--- src/rtl/cpu_control.sv ---
// cpu_control: instruction register, decoder and control FSM for a simple
// 16-bit datapath. Latches an instruction in WAIT and, on start, sequences
// register reads, the ALU step, status load and writeback.
// Optional feature: define CPU_CTRL_ILLEGAL_EN to add the `illegal` output.
module cpu_control (
    input  logic        clk,
    input  logic        reset,
    input  logic [15:0] in,
    input  logic        load,
    input  logic        s,
    output logic        w,
    output logic [2:0]  writenum,
    output logic [2:0]  readnum,
    output logic        write,
    output logic [1:0]  vsel,
    output logic        asel,
    output logic        bsel,
    output logic        loada,
    output logic        loadb,
    output logic        loadc,
    output logic        loads,
    output logic [1:0]  shift,
    output logic [1:0]  ALUop,
    output logic [15:0] sximm8,
    output logic [15:0] sximm5
`ifdef CPU_CTRL_ILLEGAL_EN
    ,
    output logic        illegal
`endif
);

    typedef enum logic [2:0] {
        S_WAIT,
        S_DECODE,
        S_WIMM,
        S_GETA,
        S_GETB,
        S_EXEC,
        S_WREG,
        S_CMPS
    } state_t;

    state_t      state, state_next;
    logic [15:0] ir;

    // IR field aliases
    logic [2:0] opcode, rn, rd, rm;
    logic [1:0] op;
    assign opcode = ir[15:13];
    assign op     = ir[12:11];
    assign rn     = ir[10:8];
    assign rd     = ir[7:5];
    assign rm     = ir[2:0];

    // Instruction class decode
    logic is_mov_imm, is_mov_reg, is_add, is_cmp, is_and, is_mvn, is_illegal;
    assign is_mov_imm = (opcode == 3'b110) && (op == 2'b10);
    assign is_mov_reg = (opcode == 3'b110) && (op == 2'b00);
    assign is_add     = (opcode == 3'b101) && (op == 2'b00);
    assign is_cmp     = (opcode == 3'b101) && (op == 2'b01);
    assign is_and     = (opcode == 3'b101) && (op == 2'b10);
    assign is_mvn     = (opcode == 3'b101) && (op == 2'b11);
    assign is_illegal = !(is_mov_imm || is_mov_reg || is_add || is_cmp || is_and || is_mvn);

    // Immediate and ALU fields come straight from IR in every state
    assign shift  = ir[4:3];
    assign ALUop  = op;
    assign sximm8 = {{8{ir[7]}}, ir[7:0]};
    assign sximm5 = {{11{ir[4]}}, ir[4:0]};

    // Instruction register: only accepts a new word while idle
    // NOTE: sequential state uses non-blocking (<=) so every flop samples pre-edge values.
    always_ff @(posedge clk) begin
        if (reset)
            ir <= '0;
        else if (state == S_WAIT && load)
            ir <= in;
    end

    // State register
    always_ff @(posedge clk) begin
        if (reset)
            state <= S_WAIT;
        else
            state <= state_next;
    end

    // Next-state and per-state control outputs; strobes are gated off during reset
    // NOTE: every output gets a default first so no path through the case infers a latch.
    always_comb begin
        state_next = state;
        w          = 1'b0;
        writenum   = 3'd0;
        readnum    = 3'd0;
        write      = 1'b0;
        vsel       = 2'b00;
        asel       = 1'b0;
        bsel       = 1'b0;
        loada      = 1'b0;
        loadb      = 1'b0;
        loadc      = 1'b0;
        loads      = 1'b0;

        case (state)
            S_WAIT: begin
                w = 1'b1;
                if (s)
                    state_next = S_DECODE;
            end
            S_DECODE: begin
                if (is_mov_imm)
                    state_next = S_WIMM;
                else if (is_add || is_and || is_cmp)
                    state_next = S_GETA;
                else if (is_mov_reg || is_mvn)
                    state_next = S_GETB;
                else
                    state_next = S_WAIT;
            end
            S_WIMM: begin
                vsel       = 2'b10;
                writenum   = rn;
                write      = 1'b1;
                state_next = S_WAIT;
            end
            S_GETA: begin
                readnum    = rn;
                loada      = 1'b1;
                state_next = S_GETB;
            end
            S_GETB: begin
                readnum    = rm;
                loadb      = 1'b1;
                state_next = is_cmp ? S_CMPS : S_EXEC;
            end
            S_EXEC: begin
                // MOV reg forces A to zero so the ALU add yields sh(Rm)
                asel       = is_mov_reg;
                loadc      = 1'b1;
                state_next = S_WREG;
            end
            S_WREG: begin
                vsel       = 2'b00;
                writenum   = rd;
                write      = 1'b1;
                state_next = S_WAIT;
            end
            S_CMPS: begin
                loads      = 1'b1;
                state_next = S_WAIT;
            end
            default: state_next = S_WAIT;
        endcase

        if (reset) begin
            write = 1'b0;
            loada = 1'b0;
            loadb = 1'b0;
            loadc = 1'b0;
            loads = 1'b0;
        end
    end

`ifdef CPU_CTRL_ILLEGAL_EN
    // Flags the DECODE cycle of an unsupported opcode/op pair
    assign illegal = (state == S_DECODE) && is_illegal;
`endif

endmodule
--- config.mk ---
export PLATFORM = sky130hd
export DESIGN_NAME = cpu_control
export DESIGN_NICKNAME = d
export VERILOG_FILES = /design/src/rtl/cpu_control.sv
export SDC_FILE = /design/constraint.sdc
export NUM_CORES = 1
export LEC_CHECK = 0
export CORE_ASPECT_RATIO = 1.75
export CORE_MARGIN = 4
export CORE_UTILIZATION = 40
export DETAILED_ROUTE_END_ITERATION = 16
export PLACE_DENSITY = 0.93
export SLEW_MARGIN = 30
export SYNTH_ARGS = -nofsm -noshare
export SYNTH_HDL_FRONTEND = slang
export SYNTH_SLANG_ARGS = --single-unit
export TNS_END_PERCENT = 50
--- constraint.sdc ---
create_clock -name clk -period 4.05 [get_ports clk]
set_input_delay 0.81 -clock clk [delete_from_list [all_inputs] [get_ports clk]]
set_output_delay 0.81 -clock clk [all_outputs]
set_load 0.05 [all_outputs]
# Word level (Yosys, flattened, before mapping)
# Index checks and enable logic that the tools add are counted.
classes:
  n_eq_ne: 13
  n_mux: 21
  reduce_logical: 14
op_table:
  columns: ["operator", "n"]
  rows:
  - ["$eq A3 B3 Y1 const B", 6]
  - ["$pmux W3 S6", 1]
  - ["$mux W1", 12]
  - ["$mux W3", 4]
  - ["$pmux W3 S2", 2]
  - ["$logic_and A1 B1 Y1", 7]
  - ["$eq A3 B2 Y1 const B", 2]
  - ["$eq A2 B2 Y1 const B", 2]
  - ["$mux W2", 2]
  - ["$eq A3 B1 Y1 const B", 1]
  - ["$logic_not A3 Y1", 1]
  - ["$logic_or A1 B1 Y1", 3]
  - ["$reduce_or A3 Y1", 1]
  - ["$eq A2 B1 Y1 const B", 1]
  - ["$logic_not A2 Y1", 1]
  - ["$ne A2 B2 Y1 const B", 1]
  - ["$reduce_or A2 Y1", 1]
totals:
  ff_bits: 19
  inputBits: 20
  output_inout_bits: 52

# Longest topological paths before layout
# Gate-level depths: netlist of run 1.
depth:
  ltp_word: 7
  depth_mapped: 5
  ltp_nobuf: 3

# Worst setup path after synthesis of run 1
# No wires, ideal clock.
synth_timing:
  path_kind: "register to output"
  startpoint: "reg state[2]"
  endpoint: "out asel"
  t_arrival_ps: 2241
  required_ps: 3240
  setup_slack_ps: 999
  path_stages_with_launch: 3
  path_buffers: 1
  path_cell_list: "dfxtp_1 -> buf_2 -> nor4bb_1"
synth_via:
  elab_chain_cells: 2
synth_rtl:
  columns: ["element", "line", "rtl"]
  rows:
  - ["start: declaration", "43", "state_t state, state_next;"]
  - ["start signal: assignment", "85", "state <= state_next;"]
  - ["$eq A3 B3 Y1", "104", "case (state)"]
  - ["$mux W1", "104", null]
  - ["end: declaration", "16", "output logic asel,"]
# No other way between the ends.

# Worst setup path in the final report of run 1
layout_timing:
  startpoint: "in reset"
  endpoint: "out write"
layout_via:
  elab_chain_cells: 1
layout_rtl:
  columns: ["element", "line", "rtl"]
  rows:
  - ["start: declaration", "7", "input logic reset,"]
  - ["$mux W1", "155", "if (reset) begin"]
  - ["end: declaration", "14", "output logic write,"]
# No other way between the ends.

==> summary.md, run 1 <==
| Metric | Value |
|---|---|
| Startpoint type of the worst setup path | primary input |
| CTS hold repair buffers | 0 |
| Yosys cell types | 28 |
| Worst EP required | approximately 3.2 ns |
| Cts repair resizes | 0 |
| Fraction of power consumed by combinational cells | between 30% and 40% |
| Worst hold slack after final layout | 0.474 ns |
| Number of global-route vias before repair | between 1k and 1.5k |
| Worst setup EP type | primary output |
| Clock slew at reported path FFs | roughly 0.070 ns |
| Number of flip-flops and latches in the synthesized netlist | 19 |
| Netlist Area Pre-Place | around 1200 um2 |
| Number of warning messages in the yosys log | 0 |
| Sequential cell area in the final layout | approximately 380 um2 |
| Number of synthesized flops with an enable pin | 0 |
| P&R area growth vs syn | 35.5% |
| Total Nets Final | around 210 |
| Total leakage power | approximately 0.6 nW |
| Internal Power | 0.000336 W |
| Total of max-cap violations | 0 |
| Number of antenna diodes | 0 |
| Sum of routed wire length over all layers | between 2000 and 3000 um |
| Slew at the pin closest to its max-slew limit | 0.811 ns |
| H-tree lvl count | 1 |
| I/O Pins | between 70 and 80 |
| Net switching share of the total power | between 30 and 40% |
| Path category of the worst min-delay check | register to register |
| Die Ht | between 80 and 90 um |
| Share of final-layout standard cells stronger than drive strength 1 | under 10% |
| Share of flip-flops with an asynchronous set or reset after synthesis | 0% |
| Pre-Repair DR Iteration Count | 4 |
| Post-CTS setup-driven buffer insertion count | 0 |
| Number of buffer and inverter stages on the critical path | 2 |
| Top cells by area in the synthesized netlist | sky130_fd_sc_hd__dfxtp_1, sky130_fd_sc_hd__buf_4, sky130_fd_sc_hd__nand2_1, sky130_fd_sc_hd__a21oi_1, sky130_fd_sc_hd__nor2_1 |
| Gpl congestion | 0.742 |
| Synth top cells by count | sky130_fd_sc_hd__buf_4, sky130_fd_sc_hd__nand2_1, sky130_fd_sc_hd__dfxtp_1 |
| CTS Root Buffer Type | sky130_fd_sc_hd__clkbuf_8 |
| CTS buffer count | 3 |
| Syn avg cell area | 7.75 um2 |
| Layout fillers | roughly 260 |
| Horiz. Die Dim | about 50 um |
| Final ANT Viol Nets | 0 |
| Data arrival time of the critical path | 2.24 ns |
| Worst slew margin relative to its limit | 45.7% |
| Critical path cell sequence | clkdlybuf4s50_1 > nor2_1 > clkdlybuf4s50_1 |
| Sequential power share | between 40% and 50% |
| Number of failing setup endpoints in the final timing report | 0 |
| Cell repeated most along the worst path | sky130_fd_sc_hd__clkdlybuf4s50_1 |
| Sw Pwr | 0.000201 W |
| Final number of max-transition violations | 0 |
| Count of endpoints failing hold in the final timing report | 0 |
| Clock Sink Count | 19 |
| Half-perimeter wire length after placement | roughly 2200 um |
| Final global-route overflow total | 0 |
| Delay of the slowest cell on the worst path | between 0.8 and 0.9 ns |
| Area of the placeable core | between 2000 and 3000 um2 |
| Fmax | between 300 and 400 MHz |
| Critical-path maximum fanout | 2 |
| Flip-flop cell with the highest count after synthesis | sky130_fd_sc_hd__dfxtp_1 |
| Worst-case register-to-register setup slack | about 2.3 ns |
| TritonCTS clock tree | done |
| Part of the cycle the worst path needs | about 75% |
| Most frequent cell after synthesis | sky130_fd_sc_hd__buf_4 |
| DIE AREA | 4050 um2 |
| Peak supply drop | about 0.21 mV |
| Number of instances in the synthesized netlist | roughly 160 |
| Vias | about 1.1k |
| Power density cells | about 320 nW/um2 |
| Outcome | complete, no violations |
| Global Route Usage Sum | between 10% and 20% |
| RSZ-0062 raised after global routing | no |
| Type of the worst setup path | primary input to primary output |
| Count of standard-cell rows | 26 |
| Cell accounting for the most synthesized area | sky130_fd_sc_hd__dfxtp_1 |
| Share of power burned in the clock network | 24.0% |
| Total DRC errors in the routed layout | 0 |
| Mean number of vias per cell | 5.14 |
| Initial antenna violation count | 0 |
| Clock Latency Late Sink | ~0.25 ns |
| First-pass GRT wire length | between 4000 and 5000 um |
| Setup TNS after final layout | 0 ns |
| Portion of synthesized cell area occupied by the leading cell type | a little under a third |
| Maximum number of pins on one net before global-route repair | 22 |
| Critical path's slowest cell | sky130_fd_sc_hd__clkdlybuf4s50_1 |
| Routed WL per cell | ~13 um |
| Longest Clk Path Bufs | 2 |
| Proportion of synthesized chip area in sequential cells | about 31% |
| Starting Density | a little over two fifths |
| Min Clock Period, post-route | between 3 and 4 ns |
| Multi-input combinational cell area | roughly 500 um2 |
| Post-Route Skew | between 0.002 and 0.003 ns |
| Number of input and output port buffers inserted | a little under 70 |
| Cell family contributing the most delay on the critical path | buffers and inverters |
| Iter 0 DRT Violations | 38 |
cells by family (layout without fill, tap and decap cells):
family          Yosys count  in the layout  share of synthesized area (%)
compound gates           25             25                           13.0
buf+inv                  48             76                           28.2
flops                    19             19                           31.1
mux                       3              3                           2.45
other cells               1              2                          0.306
simple gates             62             62                           25.0
stage by stage:
step	setup slack [ns]	cell area [um2]	util [%]	power, W	std cells
global route	0.908	1660	56.7	0.000560	215
detailed placement	1.01	1610	55.1	0.000412	211
CTS	1.01	1660	56.7	0.000542	215
finish	0.999	1660	56.7	0.000536	215
global placement	1.01	1610	55.1	0.000411	211
floorplan	0.999	1230	-	0.000377	159
registers in the layout (all words and copies together), names as in the netlist:
| name | cells |
|---|---|
| ir | 16 |
| state | 3 |
final timing paths:
check	startpoint	to	depth (start not counted)
max	reset	write	3
max reg2reg	state[2]	ir[7]	3
min reg2reg	ir[10]	ir[10]	2
min	ir[10]	ir[10]	2
cell type report:
type	count	area share (%)
Multi-Input combinational cell	92	30.3
Inverter	2	0.452
Sequential cell	19	22.9
Timing Repair Buffer	70	41.4
Clock buffer	3	2.49
Tap cell	28	2.11
Clock inverter	1	0.301
worst register-to-register path, stage by stage, from the launching register on:
cell,delay (ns)
sky130_fd_sc_hd__dfxtp_1,0.52
sky130_fd_sc_hd__or4b_1,0.84
sky130_fd_sc_hd__nand2_1,0.17
sky130_fd_sc_hd__a21oi_1,0.08
placed cells by master (no fill, tap or decap):
cell type	Yosys	layout
sky130_fd_sc_hd__nor3_1	4	4
sky130_fd_sc_hd__a32o_1	3	3
sky130_fd_sc_hd__nand2_1	35	35
sky130_fd_sc_hd__nor4b_1	1	1
sky130_fd_sc_hd__o2111ai_1	1	1
sky130_fd_sc_hd__nor3b_1	2	2
sky130_fd_sc_hd__nand2b_1	2	2
sky130_fd_sc_hd__nor2b_1	2	2
sky130_fd_sc_hd__a41oi_1	1	1
sky130_fd_sc_hd__dfxtp_1	19	19
sky130_fd_sc_hd__or4b_1	1	1
sky130_fd_sc_hd__nor2_1	10	10
sky130_fd_sc_hd__a21oi_1	16	16
sky130_fd_sc_hd__and3b_1	1	1
sky130_fd_sc_hd__nor4bb_1	2	2
sky130_fd_sc_hd__nor4b_4	1	1
sky130_fd_sc_hd__clkdlybuf4s50_1	0	65
sky130_fd_sc_hd__o31ai_1	1	1
sky130_fd_sc_hd__conb_1	1	2
sky130_fd_sc_hd__mux2i_1	3	3
sky130_fd_sc_hd__clkbuf_8	0	3
sky130_fd_sc_hd__inv_1	2	2
sky130_fd_sc_hd__clkinv_2	0	1
sky130_fd_sc_hd__a211o_1	1	1
sky130_fd_sc_hd__nor4_1	1	1
sky130_fd_sc_hd__a31oi_1	1	1
sky130_fd_sc_hd__a31o_2	1	1
sky130_fd_sc_hd__buf_4	39	5
metal layers:
layer	up-vias	global-route usage (%)	part of all wire [%]
met2	53	26.9	53
met4	0	9.42	2.4
met5	-	0	0
met3	4	3.67	9.5
met1	503	12.9	35
li1	545	-	-
power by group through the flow:
stage	sequential, W	clock (W)	combinational, W
2_1_floorplan	0.000213	0	0.000164
4_1_cts	0.000215	0.000133	0.000194
3_5_place_dp	0.000219	0	0.000193
6_report	0.000214	0.000129	0.000193
5_1_grt	0.000218	0.000140	0.000202
3_3_place_gp	0.000218	0	0.000193
No activity file was read; power rests on OpenSTA's default activity.
==> inputs of run 2 (changes only) <==
CORE_UTILIZATION = 37   (was 40)
PLACE_DENSITY = 0.88   (was 0.93)
clock period = 2.92 ns   (was 4.05 ns; I/O delays follow)
==> summary.md, run 2 (synthesis gave the netlist of run 1 again) <==
| Metric | Value |
|---|---|
| CTS Root Buffer Type | sky130_fd_sc_hd__clkbuf_8 |
| Fraction of power consumed by combinational cells | about 36% |
| Power density cells | ~430 nW/um2 |
| Clock Sink Count | 19 |
| Most frequent cells in the layout | sky130_fd_sc_hd__clkdlybuf4s50_1, sky130_fd_sc_hd__nand2_1, sky130_fd_sc_hd__dfxtp_1 |
| Vias | approximately 1.1k |
| Pre-Repair DR Iteration Count | 4 |
| Worst-case register-to-register setup slack | 1.26 ns |
| Setup TNS after final layout | 0 ns |
| Iter 0 DRT Violations | 19 |
| Metal-1 WL | between 1000 and 1500 um |
| Data arrival time of the critical path | around 2.1 ns |
| Number of antenna diodes | 0 |
| Net switching share of the total power | a little under two fifths |
| Top Metal Used | met4 |
| H-tree lvl count | 1 |
| Outcome | complete, no violations |
| Total leakage power | around 0.70 nW |
| Die Ht | 84.1 um |
| Flip-flop count of the largest register after layout | 16 |
| P&R area growth vs syn | 44.4% |
| Routed WL per cell | about 13 um |
| Peak supply drop | 0.325 mV |
| First-pass GRT wire length | roughly 4500 um |
| Worst setup slack after placement | about 0.44 ns |
| Path category of the worst min-delay check | register to register |
| Type of the worst setup path | register to primary output |
| Share of final-layout standard cells stronger than drive strength 1 | approximately 8% |
| Post-CTS setup-driven buffer insertion count | 0 |
| Worst EP required | around 2.3 ns |
| Clock slew at reported path FFs | about 0.07 ns |
| Sum of routed wire length over all layers | between 2000 and 3000 um |
| Horiz. Die Dim | just over 50 um |
| Total DRC errors in the routed layout | 0 |
| Area of the placeable core | between 3000 and 4000 um2 |
| Post-Route Skew | roughly 0.0018 ns |
| Final number of max-transition violations | 0 |
| Total Nets Final | around 210 |
| Final global-route overflow total | 0 |
| Largest regs | ir: 16 flops, state: 3 flops |
| Count of endpoints failing hold in the final timing report | 0 |
| Number of input and output port buffers inserted | 69 |
| Internal Power | between 0.0004 and 0.0005 W |
| Startpoint type of the worst setup path | register |
| Slew at the pin closest to its max-slew limit | approximately 0.55 ns |
| Fmax | approximately 370 MHz |
| Mean number of vias per cell | 4.69 |
| Met3 wire len | 275 um |
| CTS buffer count | 3 |
| Initial antenna violation count | 0 |
| Starting Density | 38.6% |
| Placed Cells | between 200 and 250 |
| Longest Clk Path Bufs | 2 |
| Part of the cycle the worst path needs | between 90% and 100% |
| Gpl congestion | ~0.83 |
| Number of global-route vias before repair | 1021 |
| Number of failing setup endpoints in the final timing report | 0 |
| Final ANT Viol Nets | 0 |
| RSZ-0062 raised after global routing | no |
| Sum of met2 wire segment lengths after detailed routing | around 1500 um |
| Count of placed standard cells in the final layout, fillers left out | between 200 and 250 |
| End-of-flow core utilization | a little under three fifths |
| Clock Latency Late Sink | approximately 0.26 ns |
| Most flops, register | ir |
| Critical-path maximum fanout | 11 |
| Share of power burned in the clock network | between 20% and 30% |
| Half-perimeter wire length after placement | 2290 um |
| Min Clock Period, post-route | ~2.7 ns |
| Total of max-cap violations | 0 |
| Sequential power share | 39.6% |
| Maximum number of pins on one net before global-route repair | 17 |
| Global Route Usage Sum | a little over an eighth |
| Worst hold slack after final layout | roughly 0.48 ns |
| I/O Pins | between 70 and 80 |
| TritonCTS clock tree | done |
| Sw Pwr | roughly 0.00028 W |
| DIE AREA | about 4300 um2 |
| Worst slew margin relative to its limit | 63.0% |
| Worst setup EP type | primary output |
| Final worst-path setup slack | between 0.2 and 0.25 ns |
| Count of standard-cell rows | 27 |
| Most common cell after layout, fill and taps aside | sky130_fd_sc_hd__clkdlybuf4s50_1 |
[run 2: changes by cell type in the layout (fill, tap and decap cells not counted), sizes merged]
cell,change
dlymetal6s2s,+3
clkdlybuf4s50,-4
buf,+4
[run 2: per-layer routing]
layer / vias up / GRT usage (%)
met3: 4 / 3.22
met4: 0 / 7.16
met2: 56 / 25.2
met1: 481 / 12.7
met5: - / 0
li1: 551 / -
[run 2: worst paths after layout]
check / end / cells past startpoint / startpoint
setup reg to reg: ir[3] / 3 / state[0]
setup / recovery: asel / 3 / state[0]
hold / removal: ir[5] / 2 / ir[5]
hold reg to reg: ir[5] / 2 / ir[5]
[run 2: layout make-up]
type	count	area [um2]
fill	312	1410
clock inverter	1	5.00
multi-input combinational	92	503
timing repair buffer	73	778
tap	43	53.8
inverter	2	7.51
clock buffer	3	41.3
sequential	19	380
[run 2: metrics by stage]
step           total power (W)  area (um2)
2_1_floorplan         0.000523        1230
5_1_grt               0.000779        1770
6_report              0.000752        1770
3_5_place_dp          0.000576        1720
4_1_cts               0.000757        1760
3_3_place_gp          0.000572        1720
[run 2: timing repair]
| action | 4_1_cts | 5_1_grt |
|---|---|---|
| hold buffers | 0 | 0 |
| endpoints found under the setup margin | 0 | 3 |
| resized for setup | 0 | 3 |
| hold endpoints to repair | 0 | 0 |
[run 2: power by group through the flow]
stage          clock network (W)  logic (W)  registers [W]
6_report                0.000183   0.000271       0.000298
5_1_grt                 0.000193   0.000284       0.000302
4_1_cts                 0.000186   0.000273       0.000298
3_5_place_dp                   0   0.000273       0.000304
3_3_place_gp                   0   0.000269       0.000303
2_1_floorplan                  0   0.000228       0.000296
[run 2: critical path, cell delays in order (launching register included)]
cell                              delay, ns
sky130_fd_sc_hd__dfxtp_1               0.57
sky130_fd_sc_hd__nand2b_1              0.16
sky130_fd_sc_hd__nor4bb_1              0.28
sky130_fd_sc_hd__clkdlybuf4s50_1       0.85
==> inputs of run 3 (changes only) <==
CORE_MARGIN = 1.5   (was 4)
==> summary.md, run 3 (synthesis gave the netlist of run 1 again) <==
| Metric | Value |
|---|---|
| Global Route Usage Sum | ~18% |
| Power density cells | ~430 nW/um2 |
| Pre-Repair DR Iteration Count | 4 |
| H-tree lvl count | 1 |
| Internal Power | approximately 0.00047 W |
| Starting Density | 39.0% |
| Most flops, register | ir |
| Clock Latency Late Sink | ~0.26 ns |
| Count of endpoints failing hold in the final timing report | 0 |
| CTS Root Buffer Type | sky130_fd_sc_hd__clkbuf_8 |
| Sw Pwr | between 0.0002 and 0.0003 W |
| Number of failing setup endpoints in the final timing report | 0 |
| Flip-flop count of the largest register after layout | 16 |
| Die Ht | ~79 um |
| Vias | 1123 |
| Critical path cell sequence | nand2_1 > nor2_1 > a32o_1 > clkdlybuf4s50_1 |
| Cells on worst reg2reg path | 4 |
| Post-route total power | between 0.0007 and 0.0008 W |
| Outcome | complete, no violations |
| Most frequent cells in the layout | sky130_fd_sc_hd__clkdlybuf4s50_1, sky130_fd_sc_hd__nand2_1, sky130_fd_sc_hd__dfxtp_1 |
| Routed WL per cell | approximately 13 um |
| Final ANT Viol Nets | 0 |
| Final number of max-transition violations | 0 |
| Share of power burned in the clock network | around a quarter |
| Worst setup EP type | primary output |
| Longest Clk Path Bufs | 2 |
| Final global-route overflow total | 0 |
| Number of input and output port buffers inserted | 69 |
| I/O Pins | approximately 70 |
| Data arrival time of the critical path | about 2.2 ns |
| Global Route met1 Usage | approximately a fifth |
| Setup TNS after final layout | 0 ns |
| Sequential power share | roughly 40% |
| Fmax | about 360 MHz |
| Met3 track demand over resource in global routing | between 2 and 3% |
| Fraction of power consumed by combinational cells | a little over a third |
| Most common cell after layout, fill and taps aside | sky130_fd_sc_hd__clkdlybuf4s50_1 |
| Count of standard-cell rows | 27 |
| DIE AREA | around 3700 um2 |
| CTS hold repair buffers | 0 |
| Largest regs | ir: 16 flops, state: 3 flops |
| Number of antenna diodes | 0 |
| Worst Hold Depth | 2 |
| Total non-filler cell area in the finished layout | 1760 um2 |
| P&R area growth vs syn | 43.8% |
| Net switching share of the total power | approximately two fifths |
| Total Nets Final | ~210 |
| Iter 0 DRT Violations | 25 |
| Startpoint type of the worst setup path | register |
| Post-Route Skew | between 0.0008 and 0.0009 ns |
| Initial antenna violation count | 0 |
| Path category of the worst min-delay check | register to register |
| Placed instance area | about 1700 um2 |
| Horiz. Die Dim | roughly 46 um |
| First-pass GRT wire length | between 4000 and 5000 um |
| Routing usage on met2 | just under 30% |
| Worst slew margin relative to its limit | ~65% |
| Layout fillers | around 280 |
| Area of the placeable core | approximately 3100 um2 |
| Total DRC errors in the routed layout | 0 |
| Clock Sink Count | 19 |
| Total leakage power | ~0.64 nW |
| Share of final-layout standard cells stronger than drive strength 1 | under 10% |
| Gpl congestion | about 0.88 |
| Min Clock Period, post-route | around 2.8 ns |
| Worst hold slack after final layout | 0.476 ns |
| Slew at the pin closest to its max-slew limit | between 0.5 and 0.6 ns |
| Cell family contributing the most delay on the critical path | buffers and inverters |
| Delay of the slowest cell on the worst path | around 0.80 ns |
| Mean number of vias per cell | 4.82 |
| Maximum number of pins on one net before global-route repair | 17 |
| Worst EP required | about 2.3 ns |
| Critical path depth in cells | 4 |
| Number of global-route vias before repair | 1006 |
| Peak-usage layer in the global routing report | met2 |
| Part of the cycle the worst path needs | 95.1% |
| Sum of routed wire length over all layers | 2950 um |
| Critical path's slowest cell | sky130_fd_sc_hd__clkdlybuf4s50_1 |
| Cts repair resizes | 0 |
| Number of buffer and inverter stages on the critical path | 1 |
| CTS buffer count | 3 |
| RSZ-0062 raised after global routing | no |
| Post-CTS setup-driven buffer insertion count | 0 |
| Critical-path maximum fanout | 12 |
| Placed Cells | between 200 and 250 |
| TritonCTS clock tree | done |
| Half-perimeter wire length after placement | roughly 2300 um |
| Total of max-cap violations | 0 |
| Count of placed standard cells in the final layout, fillers left out | between 200 and 250 |
| Peak supply drop | between 0.3 and 0.4 mV |
| Clock slew at reported path FFs | 0.07 ns |
| Type of the worst setup path | register to primary output |
## run 3: cell count changes in the layout (fill, tap and decap cells not counted), sizes merged
cell           before  now
clkdlybuf4s50      61   64
dlymetal6s2s        3    0
## run 3: per-stage QoR
stage               util (%)  setup WS [ns]
finish                  56.1          0.144
global route            56.1         0.0168
CTS                     56.1          0.148
detailed placement      54.6          0.472
global placement        54.6          0.481
floorplan                  -         0.0953
## run 3: cell type report
cell class                 instances  area (um2)  area share (%)
tap                               43        53.8            3.05
clock inverter                     1        5.00           0.284
timing repair buffer              73         771            43.7
multi-input combinational         92         503            28.6
clock buffer                       3        41.3            2.34
inverter                           2        7.51           0.426
sequential                        19         380            21.6
## run 3: worst reg2reg max path, cell delays in order, from the launching register on
cell and delay, ns:
sky130_fd_sc_hd__dfxtp_1 0.45, sky130_fd_sc_hd__buf_4 0.23, sky130_fd_sc_hd__or4b_1 0.74, sky130_fd_sc_hd__nand2_1 0.18
sky130_fd_sc_hd__a21oi_1 0.07
## run 3: path summary, 6_finish.rpt
kind	slack (ns)	to	start
setup / recovery	0.14	readnum[1]	state[1]
hold / removal	0.48	ir[10]	ir[10]
setup reg to reg	1.14	ir[2]	state[2]
hold reg to reg	0.48	ir[10]	ir[10]
## run 3: power by group through the flow
stage | registers [W] | logic (W) | clock network, W
detailed placement | 0.000305 | 0.000272 | 0
global route | 0.000303 | 0.000285 | 0.000203
CTS | 0.000298 | 0.000272 | 0.000190
finish | 0.000298 | 0.000271 | 0.000188
floorplan | 0.000296 | 0.000228 | 0
global placement | 0.000303 | 0.000270 | 0
## run 3: layer usage
metal  vias to the layer above  part of all wire [%]
met4                         0                   3.4
li1                        550                     -
met5                         -                     0
met2                        57                    53
met1                       506                    37
met3                        10                   7.1
